==> src/rtl/ivl_uvm_phase_ctrl.sv <==
// ivl_uvm_phase_ctrl
// Sequences a test run through the RESET, CONFIGURE, MAIN and SHUTDOWN
// phases.
// - A phase stays open while any requester holds an objection.
// - Once the objection count is zero, the phase waits through a quiet
//   drain window and then advances.
// - An optional global cycle limit aborts the run into DONE.
//
// Ports
//   clk, rst            clock, asynchronous active-high reset
//   start               pulse; begins a run from IDLE or DONE
//   raise, drop         per-requester objection strobes (N_REQ bits)
//   drain_cycles        quiet cycles required before a phase ends
//   timeout_cycles      global run limit in cycles (0 = no limit)
//   phase               0 IDLE, 1 RESET, 2 CONFIGURE, 3 MAIN, 4 SHUTDOWN, 5 DONE
//   phase_start         high in the first cycle of phases 1-4
//   phase_done          high in the last cycle of phases 1-4
//   obj_count           outstanding objections
//   test_done           high while in DONE
//   err_underflow/err_overflow/err_timeout  sticky error flags
//   dbg_state           FSM state (0 IDLE, 1 WAIT, 2 DRAIN, 3 DONE)
module ivl_uvm_phase_ctrl #(
  parameter int N_REQ = 4,
  parameter int CNT_W = 8,
  parameter int TMO_W = 20
) (
  input  logic             clk,
  input  logic             rst,
  input  logic             start,
  input  logic [N_REQ-1:0] raise,
  input  logic [N_REQ-1:0] drop,
  input  logic [TMO_W-1:0] drain_cycles,
  input  logic [TMO_W-1:0] timeout_cycles,
  output logic [2:0]       phase,
  output logic             phase_start,
  output logic             phase_done,
  output logic [CNT_W-1:0] obj_count,
  output logic             test_done,
  output logic             err_underflow,
  output logic             err_overflow,
  output logic             err_timeout,
  output logic [1:0]       dbg_state
);

  typedef enum logic [1:0] {
    S_IDLE  = 2'd0,
    S_WAIT  = 2'd1,
    S_DRAIN = 2'd2,
    S_DONE  = 2'd3
  } state_t;

  localparam logic [2:0] PH_RESET    = 3'd1;
  localparam logic [2:0] PH_SHUTDOWN = 3'd4;
  localparam logic [2:0] PH_DONE     = 3'd5;
  localparam int         EW          = CNT_W + 6;

  state_t           state_q;
  logic [2:0]       phase_q;
  logic             phase_start_q;
  logic [CNT_W-1:0] obj_q;
  logic             err_u_q, err_o_q, err_t_q;
  logic [TMO_W-1:0] drain_q;
  logic [TMO_W-1:0] gcnt_q;

  logic [4:0]       up_cnt, dn_cnt;
  logic [EW-1:0]    plus_w, res_w;
  logic             under, over;
  logic [CNT_W-1:0] obj_d;
  logic             in_run, net_raise, any_raise, quiet, tmo_hit, done_now;

  // A requester with both strobes set cancels itself out.
  always_comb begin
    up_cnt = '0;
    dn_cnt = '0;
    for (int i = 0; i < N_REQ; i++) begin
      up_cnt = up_cnt + 5'(raise[i] & ~drop[i]);
      dn_cnt = dn_cnt + 5'(drop[i] & ~raise[i]);
    end
  end

  // Count update in a widened domain so both clamps are visible.
  always_comb begin
    plus_w = EW'(obj_q) + EW'(up_cnt);
    under  = plus_w < EW'(dn_cnt);
    res_w  = plus_w - EW'(dn_cnt);
    over   = !under && (res_w > EW'({CNT_W{1'b1}}));
    if (under)     obj_d = '0;
    else if (over) obj_d = '1;
    else           obj_d = res_w[CNT_W-1:0];
  end

  assign in_run    = (state_q == S_WAIT) || (state_q == S_DRAIN);
  assign net_raise = up_cnt > dn_cnt;
  assign any_raise = |raise;
  // The count is not looked at in a phase's first cycle, so every phase
  // lasts at least two cycles.
  assign quiet     = (state_q == S_WAIT) && !phase_start_q && (obj_q == '0) && !net_raise;
  assign tmo_hit   = in_run && (timeout_cycles != '0) &&
                     (gcnt_q == timeout_cycles - TMO_W'(1));
  // With a zero drain window the quiet cycle itself is the last one.
  // A raise in the final drain cycle cancels the end, so this stays
  // combinational on the strobes.
  assign done_now  = !tmo_hit &&
                     ((quiet && (drain_cycles == '0)) ||
                      ((state_q == S_DRAIN) && !any_raise && (drain_q == '0)));

  always_ff @(posedge clk or posedge rst) begin
    if (rst) begin
      state_q       <= S_IDLE;
      phase_q       <= '0;
      phase_start_q <= 1'b0;
      obj_q         <= '0;
      err_u_q       <= 1'b0;
      err_o_q       <= 1'b0;
      err_t_q       <= 1'b0;
      drain_q       <= '0;
      gcnt_q        <= '0;
    end else begin
      phase_start_q <= 1'b0;
      case (state_q)
        S_IDLE, S_DONE: begin
          if (start) begin
            state_q       <= S_WAIT;
            phase_q       <= PH_RESET;
            phase_start_q <= 1'b1;
            obj_q         <= '0;
            err_u_q       <= 1'b0;
            err_o_q       <= 1'b0;
            err_t_q       <= 1'b0;
            drain_q       <= '0;
            gcnt_q        <= '0;
          end
        end
        default: begin
          obj_q  <= obj_d;
          gcnt_q <= gcnt_q + TMO_W'(1);
          if (under) err_u_q <= 1'b1;
          if (over)  err_o_q <= 1'b1;
          if (tmo_hit) begin
            err_t_q <= 1'b1;
            state_q <= S_DONE;
            phase_q <= PH_DONE;
          end else if (done_now) begin
            if (phase_q == PH_SHUTDOWN) begin
              state_q <= S_DONE;
              phase_q <= PH_DONE;
            end else begin
              state_q       <= S_WAIT;
              phase_q       <= phase_q + 3'd1;
              phase_start_q <= 1'b1;
            end
          end else if (state_q == S_WAIT) begin
            if (quiet) begin
              // Loaded one short: the quiet cycle counts toward the window.
              state_q <= S_DRAIN;
              drain_q <= drain_cycles - TMO_W'(1);
            end
          end else begin
            if (any_raise) state_q <= S_WAIT;
            else           drain_q <= drain_q - TMO_W'(1);
          end
        end
      endcase
    end
  end

  assign phase         = phase_q;
  assign phase_start   = phase_start_q;
  assign phase_done    = done_now;
  assign obj_count     = obj_q;
  assign test_done     = (state_q == S_DONE);
  assign err_underflow = err_u_q;
  assign err_overflow  = err_o_q;
  assign err_timeout   = err_t_q;
  assign dbg_state     = state_q;

endmodule

==> config.mk <==
export PLATFORM = sky130hd
export DESIGN_NAME = ivl_uvm_phase_ctrl
export DESIGN_NICKNAME = d
export VERILOG_FILES = /design/src/rtl/ivl_uvm_phase_ctrl.sv
export SDC_FILE = /design/constraint.sdc
export NUM_CORES = 1
export LEC_CHECK = 0
export CAP_MARGIN = 10
export CORE_MARGIN = 1.5
export CORE_UTILIZATION = 40
export CTS_BUF_LIST = sky130_fd_sc_hd__clkbuf_4 sky130_fd_sc_hd__clkbuf_8
export DETAILED_ROUTE_END_ITERATION = 12
export GPL_TIMING_DRIVEN = 0
export PLACE_DENSITY_LB_ADDON = 0.08
export REMOVE_ABC_BUFFERS = 1
export SYNTH_ARGS = -nofsm -noshare
export SYNTH_HDL_FRONTEND = slang
export SYNTH_SLANG_ARGS = --single-unit
==> constraint.sdc <==
create_clock -name clk -period 6 [get_ports clk]
set_input_delay 0.9 -clock clk [delete_from_list [all_inputs] [get_ports clk]]
set_output_delay 0.9 -clock clk [all_outputs]
set_load 0.05 [all_outputs]
==> results of run 1 <==
-- path summary, 6_finish.rpt --
kind                            cells after the start                       end
min in group asynchronous                           2   drain_q[15]$_DFFE_PP0P_
max in group asynchronous                           3  obj_count[3]$_DFFE_PP0P_
worst min-delay path                                2  err_overflow$_DFFE_PP0P_
worst max register to register                     11    drain_q[6]$_DFFE_PP0P_
worst max-delay path                               13                phase_done
worst min register to register                      2  err_overflow$_DFFE_PP0P_
-- metal layers --
layer  GRT usage, %  up-vias
met3          3.067       30
li1               -     2830
met2          36.63      158
met5              0        -
met4          9.302        0
met1          33.32     2862
-- worst reg2reg max path: stages (launching register included) --
cell and delay, ns:
dfrtp_1 0.44, inv_1 0.09, ha_2 0.57, buf_12 0.27, inv_1 0.33, nor4_1 0.63
o2111ai_1 0.31, o221ai_2 0.55, buf_6 0.23, nand2_1 0.24, or4_1 0.60, nand3_1 0.09
-- cells in the mapped netlist (5+ instances only) --
cell type / number
buf_2: 5
o31ai_2: 7
a31oi_1: 27
nand3_1: 28
a21oi_1: 26
xnor2_1: 24
o221ai_1: 5
a211oi_1: 6
nor2_1: 41
xor2_1: 13
nor3_1: 30
or3_1: 12
o2111ai_1: 5
a21boi_0: 11
dfrtp_1: 57
and2_1: 7
a311oi_1: 5
o2bb2ai_1: 6
a21o_1: 7
o211ai_1: 24
nand4_1: 13
and3_1: 5
nand2_1: 59
ha_1: 22
o31ai_1: 18
nor2b_1: 5
nor4_1: 21
mux2i_1: 19
clkbuf_1: 30
o21ai_0: 26
nand2b_1: 10
nor3b_1: 8
or4_1: 5
inv_1: 41
-- final cells by class --
cell class                 count  area (um2)
clock buffer                  12       152.6
clock inverter                 3       65.06
fill                        1336        7139
inverter                      41       153.9
multi-input combinational    574        3986
sequential                    57        1426
tap                          180       225.2
timing repair buffer          77       785.8
-- power by group through the flow --
stage	logic, W	clock network [W]	registers, W
2_1_floorplan	0.00121	0	0.000859
3_3_place_gp	0.00177	0	0.000787
3_5_place_dp	0.00183	0	0.000793
4_1_cts	0.00184	0.000433	0.000786
5_1_grt	0.00204	0.000448	0.000820
6_report	0.00185	0.000421	0.000792
-- state kept, by name, summed over array words and instances (netlist names) --
name / cells
err_timeout: 1
drain_q: 20
err_overflow: 1
gcnt_q: 20
phase: 3
phase_start: 1
obj_count: 8
dbg_state: 2
err_underflow: 1
-- logic make-up (layout without fill, tap and decap cells) --
logic type               Yosys count  after routing  synth area share (%)
AO/OA/AOI/OAI                    225            225                 29.16
adder cells (fa/ha/maj)           26             26                 6.189
AND/OR/NAND/NOR                  265            265                 24.47
XOR/XNOR                          37             37                 5.644
flip-flops                        57             57                 24.84
multiplexers                      21             21                 3.704
buffers and inverters             82            133                 5.993
-- per-stage QoR --
| stage | util [%] | area, um2 | TNS [ns] | setup WS (ns) |
|---|---|---|---|---|
| 6_report | 48.77 | 6795 | 0 | 0.6011 |
| 5_1_grt | 48.77 | 6795 | 0 | 0.3769 |
| 4_1_cts | 48.75 | 6793 | 0 | 0.1528 |
| 3_5_place_dp | 47.19 | 6575 | 0 | 0.1712 |
| 3_3_place_gp | 46.41 | 6467 | -47.80 | -1.911 |
| 2_1_floorplan | - | 5552 | 0 | 0.9365 |
==> results.py, run 1 <==
metrics = {
    "detailed_routing": {
        "dr.pass1.iters": 5,
        "vias": 5880,
        "wl_met2_um": 7896,
        "wl_met3_um": 850,
        "dr.max_layer_used": "met4",
        "wire_per_inst_um": 18.33,
        "drc": 0,
        "wl_um": 17310,
        "wl_met1_um": 8225,
        "drt_iter0_markers": 529,
        "antenna_left": 0,
        "via_per_inst": 6.229,
    },
    "pwr": {
        "p_switching_w": 0.001533,
        "power_w": 0.003062,
        "p_seq_share_pct": 25.9,
        "ir_drop_mv": 0.1754,
        "pwr-share-comb_pct": 60.4,
        "internal_power_w": 0.001529,
        "p_leak_nw": 2.650,
        "p_clk_share_pct": 13.8,
        "switching_share_pct": 50.06,
        "pwr_density_cell_nw_per_um2": 450.6,
    },
    "floorplan": {
        "io_pins": 70,
        "die_h_um": 122.8,
        "die_area_um2": 15080,
        "core_um2": 13930,
        "die_w_um": 122.8,
        "row_count": 43,
        "start_util_pct": 41.20,
    },
    "cells_and_area": {
        "drive_gt1_share_pct": 7.461,
        "instances_no_fill": 944,
        "nNetsFinal": 837,
        "diodes": 0,
        "syn_to_final_growth_pct": 18.35,
        "final_cell_mix": "clkdlybuf4s50_1 (68), nand2_1 (59), dfrtp_1 (57)",
        "mostFrequentLayoutCell": "clkdlybuf4s50_1",
    },
    "setup_path": {
        "worstSetupPathType": "input pin to output port",
        "worstSetupEndpointType": "output port",
        "crit_family": "adder cells",
        "worst_setup_path_start_kind": "input pin",
        "path_buf_inv": 4,
        "cp_cell_sequence": "clkdlybuf4s50_1 -> nand2b_1 -> fa_1 -> inv_1 -> ha_1 -> ha_1 -> inv_1 -> ha_1 -> a211oi_1 -> o2111a_1 -> a21oi_1 -> a41oi_1 -> dlymetal6s2s_1",
        "crit_fanout": 3,
        "cp.required_ns": 5.10,
        "rr_startpoint": "dbg_state[1]$_DFFE_PP0P_",
        "crit_top_cell": "ha_1",
        "cp-startpoint": "raise[0]",
        "cp_slowest_cell": "fa_1",
        "reg2reg_slack_ns": 1.57,
        "cp_data_arrival_time_ns": 4.50,
        "critPathMaxStageDelay_ns": 0.54,
    },
    "synth": {
        "synth_cell_types": 73,
        "synth.avg_cell_area_um2": 8.053,
        "netlist_instances": 713,
        "yosys.area.top_type": "dfrtp_1",
        "synthArstFlopShare_pct": 100.0,
        "yosysWarnings": 0,
        "yosysSeqAreaShare_pct": 24.84,
        "netlist.area_leader.share_pct": 24.84,
        "synth.area.top_cells": "dfrtp_1 (25%), ha_1 (4.8%), nand2_1 (3.9%)",
        "synth_ff_type": "dfrtp_1",
        "synth-seq-cells": 57,
        "synth_enable_flop_cells": 0,
        "syn_area_um2": 5742,
    },
    "placement": {
        "dp.cells": 929,
        "hpwl_um": 12870,
        "io_buffers": 69,
        "gp_congestion": 0.8924,
    },
    "worst_hold_path": {
        "hold_path.class": "flop to flop",
        "min-delay-start": "err_overflow$_DFFE_PP0P_",
    },
    "global_route": {
        "grt_max_degree": 40,
        "overflow": 0,
        "antenna_found_initial": 0,
        "grt_pass1_vias": 5503,
        "grt_pass1_wl_um": 28050,
        "track_usage_pct": 23.67,
    },
    "timing": {
        "whs_ns": 0.4816,
        "fmax_mhz": 185.2,
        "worstMarginPinSlew_ns": 1.209,
        "skew_ns": 0.009984,
        "period_minus_slack_ns": 5.399,
        "setup_viol": 0,
        "min_period_over_period_pct": 89.98,
        "relSlewSlack_pct": 19.40,
        "finalMaxSlewViolations": 0,
        "rsz0062_at_grt": "no",
        "final-hold-violation-count": 0,
    },
    "cts": {
        "path_clk_slew_ns": 0.07,
        "cts_buffer_depth": 2,
        "postCtsHoldBufs": 0,
        "numCtsBuffers": 9,
        "post_cts_resized": 0,
        "cts_setup_buffers": 0,
        "clk_latency_ns": 0.36,
        "cts_sinks": 57,
        "cts_tree": "yes",
        "root_buffer": "clkbuf_8",
        "htreeDepth": 3,
    },
    "job": {
        "maxCapViolations": 0,
    },
    "run_status": {
        "status": "complete, no violations",
    },
}
Note: power is estimated with default switching activity, not from simulation.
==> run 2: changes to the inputs <==
RECOVER_POWER = 25   (was default)
==> run 2 against run 1 <==
The run now ends with capacitance limit, slew limit left; setup slack worse by 0.023 ns; global-route usage stayed put; worst hold slack hardly changed; count of clock-buffer cells in the layout stayed put; final cell count stayed put; total power hardly changed; wire length is 0.31% higher; via count is 0.48% higher.
==> results.py, run 2 (synthesis gave the netlist of run 1 again) <==
metrics = {
    "setup_path": {
        "cp.required_ns": 5.10,
        "cp_data_arrival_time_ns": 4.52,
        "worst_setup_path_start_kind": "input pin",
        "cp-startpoint": "raise[0]",
        "regToRegEndpoint": "drain_q[6]$_DFFE_PP0P_",
        "worstSetupPathType": "input pin to output port",
        "worstSetupEndpointType": "output port",
        "rr_worst_depth": 11,
        "crit_fanout": 3,
        "setup.worst_path.end": "phase_done",
        "reg2reg_slack_ns": 1.55,
        "rr_startpoint": "dbg_state[1]$_DFFE_PP0P_",
    },
    "cells_and_area": {
        "final_cell_mix": "clkdlybuf4s50_1 (67), nand2_1 (59), dfrtp_1 (57)",
        "finalCoreUtilization_pct": 48.65,
        "nNetsFinal": 837,
        "diodes": 0,
        "mostFrequentLayoutCell": "clkdlybuf4s50_1",
        "final_cell_area_um2": 6779,
        "drive_gt1_share_pct": 7.199,
        "syn_to_final_growth_pct": 18.06,
    },
    "cts": {
        "postCtsHoldBufs": 0,
        "cts_buffer_depth": 2,
        "htreeDepth": 3,
        "root_buffer": "clkbuf_8",
        "cts_sinks": 57,
        "post_cts_resized": 0,
        "cts_setup_buffers": 0,
        "cts_tree": "yes",
        "numCtsBuffers": 9,
        "clk_latency_ns": 0.36,
        "path_clk_slew_ns": 0.07,
    },
    "global_route": {
        "grt_pass1_vias": 5503,
        "grt_max_degree": 40,
        "track_usage_pct": 23.67,
        "grt_pass1_wl_um": 28050,
        "antenna_found_initial": 0,
        "overflow": 0,
    },
    "job": {
        "maxCapViolations": 1,
    },
    "timing": {
        "worst_slack_ns": 0.5779,
        "final-hold-violation-count": 0,
        "worstMarginPinSlew_ns": 2.264,
        "min_period_over_period_pct": 90.37,
        "relSlewSlack_pct": -50.95,
        "whs_ns": 0.4815,
        "finalMaxSlewViolations": 40,
        "setup_viol": 0,
        "rsz0062_at_grt": "no",
        "fmax_mhz": 184.4,
        "period_minus_slack_ns": 5.422,
        "skew_ns": 0.01005,
    },
    "pwr": {
        "pwr_density_cell_nw_per_um2": 451.5,
        "p_leak_nw": 2.643,
        "ir_drop_mv": 0.1749,
    },
    "floorplan": {
        "die_h_um": 122.8,
        "die_area_um2": 15080,
        "die_w_um": 122.8,
        "io_pins": 70,
        "row_count": 43,
        "start_util_pct": 41.20,
        "core_um2": 13930,
    },
    "detailed_routing": {
        "wl_um": 17360,
        "drt_iter0_markers": 556,
        "dr.pass1.iters": 5,
        "antenna_left": 0,
        "vias": 5908,
        "via_per_inst": 6.258,
        "drc": 0,
        "wire_per_inst_um": 18.39,
    },
    "worst_hold_path": {
        "hold_path.class": "flop to flop",
        "min-delay-start": "err_overflow$_DFFE_PP0P_",
    },
    "run_status": {
        "violations": "capacitance limit, slew limit",
        "status": "complete, but fails checks",
    },
    "placement": {
        "hpwl_um": 12870,
        "dp_slack_ns": 0.1712,
        "dpl_cell_area_um2": 6575,
        "io_buffers": 69,
        "gp_congestion": 0.8924,
    },
}
[run 2: cell types whose count changed in the layout (fill, tap and decap cells not counted), sizes merged]
cell	change
buf	-1
clkbuf	+1
clkdlybuf4s50	-1
dlygate4sd3	+1
[run 2: worst max-delay path, stage by stage]
cell and delay (ns):
clkdlybuf4s50_1 0.44, nand2b_1 0.18, fa_1 0.54, inv_1 0.05, ha_1 0.20, ha_1 0.32, inv_1 0.07, ha_1 0.29
a211oi_1 0.41, o2111a_1 0.28, a21oi_1 0.11, a41oi_1 0.27, dlymetal6s2s_1 0.46
[run 2: area by class of cell]
type,count,area [um2]
fillers,1339,7156
multi-input cells,574,3986
flip-flops and latches,57,1426
repair buffers,77,769.5
well taps,180,225.2
inverters,41,153.9
clock buffers,12,152.6
clock inverters,3,65.06
[run 2: worst min path at each step]
stage / end / slack (ns) / cells after the start
after global routing: err_overflow$_DFFE_PP0P_ / 0.53 / 2
final: err_overflow$_DFFE_PP0P_ / 0.48 / 2
after detailed placement: err_overflow$_DFFE_PP0P_ / 0.48 / 2
after floorplan: gcnt_q[18]$_DFFE_PP0P_ / 0.49 / 1
after CTS: err_overflow$_DFFE_PP0P_ / 0.50 / 2
after global placement: err_overflow$_DFFE_PP0P_ / 0.46 / 2
[run 2: metrics by stage]
stage	cells	setup TNS, ns	power, W
global route	944	0	0.003308
global placement	921	-47.80	0.002555
detailed placement	929	0	0.002621
CTS	944	0	0.003057
finish	944	0	0.003061
floorplan	672	0	0.002066
[run 2: power breakdown]
group | total (W) | switching [W] | leakage, nW | internal, W
combinational | 0.00185 | 0.00111 | 1.81 | 0.000736
sequential | 0.000791 | 0.000251 | 0.724 | 0.000540
clock | 0.000422 | 0.000170 | 0.113 | 0.000252
[run 2: routing by layer]
metal  global-route usage, %  wire length, um  vias to the layer above  share of wire, %
met1                   33.32             8139                     2867                47
met3                   3.067              948                       25               5.5
li1                        -                -                     2835                 -
met5                       0                0                        -                 0
met4                   9.302              320                        0               1.8
met2                   36.63             7950                      181                46
==> variant 1, RTL diff (flow settings as in run 2) <==
Change the parameter `N_REQ` from 4 to 8.
--- a/src/rtl/ivl_uvm_phase_ctrl.sv
+++ b/src/rtl/ivl_uvm_phase_ctrl.sv
@@ -20,7 +20,7 @@
 //   err_underflow/err_overflow/err_timeout  sticky error flags
 //   dbg_state           FSM state (0 IDLE, 1 WAIT, 2 DRAIN, 3 DONE)
 module ivl_uvm_phase_ctrl #(
-  parameter int N_REQ = 4,
+  parameter int N_REQ = 8,
   parameter int CNT_W = 8,
   parameter int TMO_W = 20
 ) (
Ports: changed (resized drop and raise); port bits go from 70 to 78. The function was not compared with the original's and may differ.
==> variant 1 against run 2 <==
Via count is 7.7% lower; largest power group unchanged; utilization up 1.5 points; sequential cell count unchanged; critical endpoint unchanged; the flow still finishes with violations (capacitance limit, slew limit); cell area up 2.3%; synthesized area shrank 1.4%; wire length shrank 10%; total power fell by 4.0%; worst setup slack lost 390 ps; highest routed layer unchanged.
==> variant 1: results (changes against run 2) <==
| Metric | Value |
|---|---|
| Wire length on met1 | 7280 µm (-11%) |
| Fill cell instance count of the final layout | 1348 (+0.67%) |
| Routing usage on met2 | 36.4% (-0.22 points) |
| Fraction of cell area in non-clock buffers | 12.3% (+0.98 points) |
| Violation count after the first detailed-route iteration | 350 (-37%) |
| IO buf count | 77 (+12%) |
| Met1 routing resource usage after global routing | 27.5% (-5.8 points) |
| Cell depth of the worst min-delay path | 1 (-1) |
| Final standard cell count with taps included and fillers excluded | 941 (-0.32%) |
| Result of the run | complete, but fails checks |
| Internal power of the cells | 1.54 mW (+0.92%) |
| Failing checks | capacitance limit, slew limit |
| Routed length on met2 | 7510 µm (-5.6%) |
| Largest net degree at the start of global routing | 51 (+28%) |
| Cells after Synth | 687 (-3.6%) |
| Unique cell type count in the Yosys netlist | 84 (+15%) |
| Worst slack at placement | -1150 ps (-1320 ps) |
| Sequential fraction of the synthesis area | 25.2% (+0.35 points) |
| Critical path launch point | raise[1] |
| Reg-to-reg slack, setup | 1970 ps (+420 ps) |
| Detailed-routed wire length on met3 | 571 µm (-40%) |
| Post-route total power | 2.94 mW (-4.0%) |
| Count of pins over their slew limit | 41 (+2.5%) |
| Post-route clock skew | 8.89 ps (-1.16 ps) |
| Clk cell area share | 3.14% (-0.074 points) |
| Least-Margin Pin Slew | 2200 ps (-65.4 ps) |
| Leakage component of the power | 2.81 nW (+6.4%) |
| Number of maximum-capacitance constraint violations | 1 (unchanged) |
| Multi-input combinational gate total | 567 (-1.2%) |
| Met3 usage in global routing | 3.70% (+0.63 points) |
| Final weighted congestion in routability-driven placement | 0.869 (-2.6%) |
| First-pass GRT wire length | 25200 µm (-10%) |
## variant 1: cell types whose count changed in the layout (fill, tap and decap cells not counted), moves of 8 or more
cell / run 2 / this run
nor3_1: 30 / 39
o21ai_2: 0 / 11
nor4_1: 20 / 11
a31oi_1: 27 / 14
nor2_1: 41 / 49
a21boi_0: 11 / 2
nand2_1: 59 / 50
nand2b_1: 10 / 22
o211ai_1: 24 / 10
nor2b_1: 5 / 14
inv_1: 41 / 31
o21ai_0: 26 / 45
## variant 1: logic make-up (layout without fill, tap and decap cells)
logic type	Yosys count	count (layout)	share of synthesized area (%)
adder cells (fa/ha/maj)	38	38	9.72
flip-flops	57	57	25.2
AND/OR/NAND/NOR	283	283	27.8
multiplexers	20	20	3.67
XOR/XNOR	38	38	5.88
buffers and inverters	63	137	5.22
AO/OA/AOI/OAI	188	188	22.5
==> variant 2, RTL diff (settings of run 2) <==
Made on the original files. Register the inputs `start`, `raise`, `drop`, `drain_cycles` and `timeout_cycles` before use. The logic sees them one clock later. Comments in the files are not updated.
--- a/src/rtl/ivl_uvm_phase_ctrl.sv
+++ b/src/rtl/ivl_uvm_phase_ctrl.sv
@@ -54,6 +54,20 @@
   localparam logic [2:0] PH_DONE     = 3'd5;
   localparam int         EW          = CNT_W + 6;
 
+  logic start_q;
+  logic [N_REQ-1:0] raise_q;
+  logic [N_REQ-1:0] drop_q;
+  logic [TMO_W-1:0] drain_cycles_q;
+  logic [TMO_W-1:0] timeout_cycles_q;
+
+  always_ff @(posedge clk) begin
+    start_q          <= start;
+    raise_q          <= raise;
+    drop_q           <= drop;
+    drain_cycles_q   <= drain_cycles;
+    timeout_cycles_q <= timeout_cycles;
+  end
+
   state_t           state_q;
   logic [2:0]       phase_q;
   logic             phase_start_q;
@@ -73,8 +87,8 @@
     up_cnt = '0;
     dn_cnt = '0;
     for (int i = 0; i < N_REQ; i++) begin
-      up_cnt = up_cnt + 5'(raise[i] & ~drop[i]);
-      dn_cnt = dn_cnt + 5'(drop[i] & ~raise[i]);
+      up_cnt = up_cnt + 5'(raise_q[i] & ~drop_q[i]);
+      dn_cnt = dn_cnt + 5'(drop_q[i] & ~raise_q[i]);
     end
   end
 
@@ -91,17 +105,17 @@
 
   assign in_run    = (state_q == S_WAIT) || (state_q == S_DRAIN);
   assign net_raise = up_cnt > dn_cnt;
-  assign any_raise = |raise;
+  assign any_raise = |raise_q;
   // The count is not looked at in a phase's first cycle, so every phase
   // lasts at least two cycles.
   assign quiet     = (state_q == S_WAIT) && !phase_start_q && (obj_q == '0) && !net_raise;
-  assign tmo_hit   = in_run && (timeout_cycles != '0) &&
-                     (gcnt_q == timeout_cycles - TMO_W'(1));
+  assign tmo_hit   = in_run && (timeout_cycles_q != '0) &&
+                     (gcnt_q == timeout_cycles_q - TMO_W'(1));
   // With a zero drain window the quiet cycle itself is the last one.
   // A raise in the final drain cycle cancels the end, so this stays
   // combinational on the strobes.
   assign done_now  = !tmo_hit &&
-                     ((quiet && (drain_cycles == '0)) ||
+                     ((quiet && (drain_cycles_q == '0)) ||
                       ((state_q == S_DRAIN) && !any_raise && (drain_q == '0)));
 
   always_ff @(posedge clk or posedge rst) begin
@@ -119,7 +133,7 @@
       phase_start_q <= 1'b0;
       case (state_q)
         S_IDLE, S_DONE: begin
-          if (start) begin
+          if (start_q) begin
             state_q       <= S_WAIT;
             phase_q       <= PH_RESET;
             phase_start_q <= 1'b1;
@@ -153,7 +167,7 @@
             if (quiet) begin
               // Loaded one short: the quiet cycle counts toward the window.
               state_q <= S_DRAIN;
-              drain_q <= drain_cycles - TMO_W'(1);
+              drain_q <= drain_cycles_q - TMO_W'(1);
             end
           end else begin
             if (any_raise) state_q <= S_WAIT;
Function: changed (a bounded check fails within 4 cycles, from zero or initial values and one cycle with rst high).
==> variant 2 against run 2 <==
Hold slack improved by 33 ps; sequential cell count increased by 49; wire length decreased by 19%; synthesized area increased by 2.9%; total power decreased by 2.5%; largest cell class unchanged; sequential power increased by 31%; global-route usage decreased by 4.9 points; worst setup slack improved by 330 ps; count of clock-buffer cells in the layout decreased by 3; cell area increased by 3.6%; largest power group unchanged.
==> variant 2: results (changes against run 2) <==
| Metric | Value |
|---|---|
| Largest cells by area after synthesis | dfrtp_1, dfxtp_1, ha_1, xnor2_1, mux2i_1 |
| Placed cell areas | 6780 µm² (+3.0%) |
| Result of the run | finished clean |
| Detailed placement HPWL | 10500 µm (-19%) |
| Least-Margin Pin Slew | 982 ps (-1280 ps) |
| Number of antenna violations at the first check in global routing | 0 (unchanged) |
| First-pass GRT wire length | 23800 µm (-15%) |
| Synth Area in Compound Gates | 15.2% (-14 points) |
| Detailed-routed wire length on met3 | 557 µm (-41%) |
| CTS clk-pin slew, worst paths | 100 ps (+30 ps) |
| Synthesized-area fraction occupied by xor and xnor cells | 7.41% (+1.8 points) |
| Leakage component of the power | 2.86 nW (+8.3%) |
| First-pass iteration count of the detailed router | 4 (-1) |
| Wire length on met1 | 6540 µm (-20%) |
| Post-route clock skew | 14.5 ps (+4.43 ps) |
| Fill cell instance count of the final layout | 1348 (+0.67%) |
| Hold Path Sink | err_underflow$_DFFE_PP0P_ |
| RR Startpoint | drop_q[0]$_DFF_P_ |
| Reg-to-reg slack, setup | 1750 ps (+200 ps) |
| Routed length on met2 | 6700 µm (-16%) |
| Top post-synthesis cells by count | dfrtp_1, dfxtp_1, nor2_1 |
| Max FO, Critical Path | 7 (+4) |
| Length in cells of the worst reg-to-reg path | 14 (+3) |
| Clock insertion delay at the later pin of the skew report | 380 ps (+20 ps) |
| Hold wc startpoint | err_underflow$_DFFE_PP0P_ |
| RR Endpoint | obj_count[3]$_DFFE_PP0P_ |
| Unique cell type count in the Yosys netlist | 67 (-8.2%) |
| Average via count per standard cell | 5.51 (-12%) |
| Aggregate global-route resource usage | 18.8% (-4.9 points) |
| Fraction of power spent switching nets | 42.0% (-8.1 points) |
| Final weighted congestion in routability-driven placement | 0.860 (-3.7%) |
| Violation count after the first detailed-route iteration | 296 (-47%) |
| Number of global-route vias before repair | 4775 (-13%) |
| Sequential fraction of the synthesis area | 40.7% (+16 points) |
| Fraction of power consumed by the clock network | 17.6% (+3.8 points) |
| Sequential-cell power consumption | 1.04 mW (+31%) |
| Final net count | 777 (-7.2%) |
| IR Drop Worst-Case VDD | 0.157 mV (-10%) |
| Worst endpoint data arrival time | 4190 ps (-330 ps) |
| Largest net degree at the start of global routing | 39 (-2.5%) |
==> variant 2: routing by layer <==
layer	vias to the layer above	GRT usage [%]
met4	0	5.88
met3	21	3.95
li1	2432	-
met5	-	0
met2	102	31.4
met1	2342	24.4
==> variant 2: through the flow <==
stage / setup WS [ps] / total power, mW / std cells / hold WS [ps] / utilization [%]
after floorplan: 1720 / 2.06 / 617 / 478 / -
after global placement: 899 / 2.43 / 870 / 504 / 46.4
after detailed placement: 874 / 2.48 / 872 / 501 / 46.8
after CTS: 438 / 3.01 / 888 / 523 / 48.4
after global routing: 604 / 3.22 / 889 / 562 / 48.5
final: 912 / 2.98 / 889 / 515 / 48.5
==> variant 2: worst max path at each step <==
stage	slack, ps	endpoint	start
4_1_cts	440	phase_done	dbg_state[0]$_DFFE_PP0P_
2_1_floorplan	1720	phase_done	dbg_state[0]$_DFFE_PP0P_
6_report	910	phase_done	raise_q[0]$_DFF_P_
5_1_grt	600	phase_done	raise_q[0]$_DFF_P_
3_3_place_gp	900	phase_done	dbg_state[0]$_DFFE_PP0P_
3_5_place_dp	870	phase_done	dbg_state[0]$_DFFE_PP0P_
==> variant 2: layout make-up <==
cell class / instances / share of cell area, %
tap: 184 / 3.28
multi-input combinational: 483 / 46.9
sequential: 106 / 34.3
timing repair buffer: 72 / 10.6
inverter: 28 / 1.50
clock inverter: 7 / 1.62
clock buffer: 9 / 1.76
==> variant 2: worst max-delay path, cell delays in order, from the launching register on <==
cell and delay (ps):
dfxtp_1 330, nand2b_1 170, fa_1 540, inv_1 40, ha_1 180, ha_1 330, inv_1 80, ha_1 290
nor2b_1 130, o21ai_0 150, a32oi_1 70, nor2_1 280, a21oi_1 240, nor2_1 160, clkdlybuf4s50_1 810
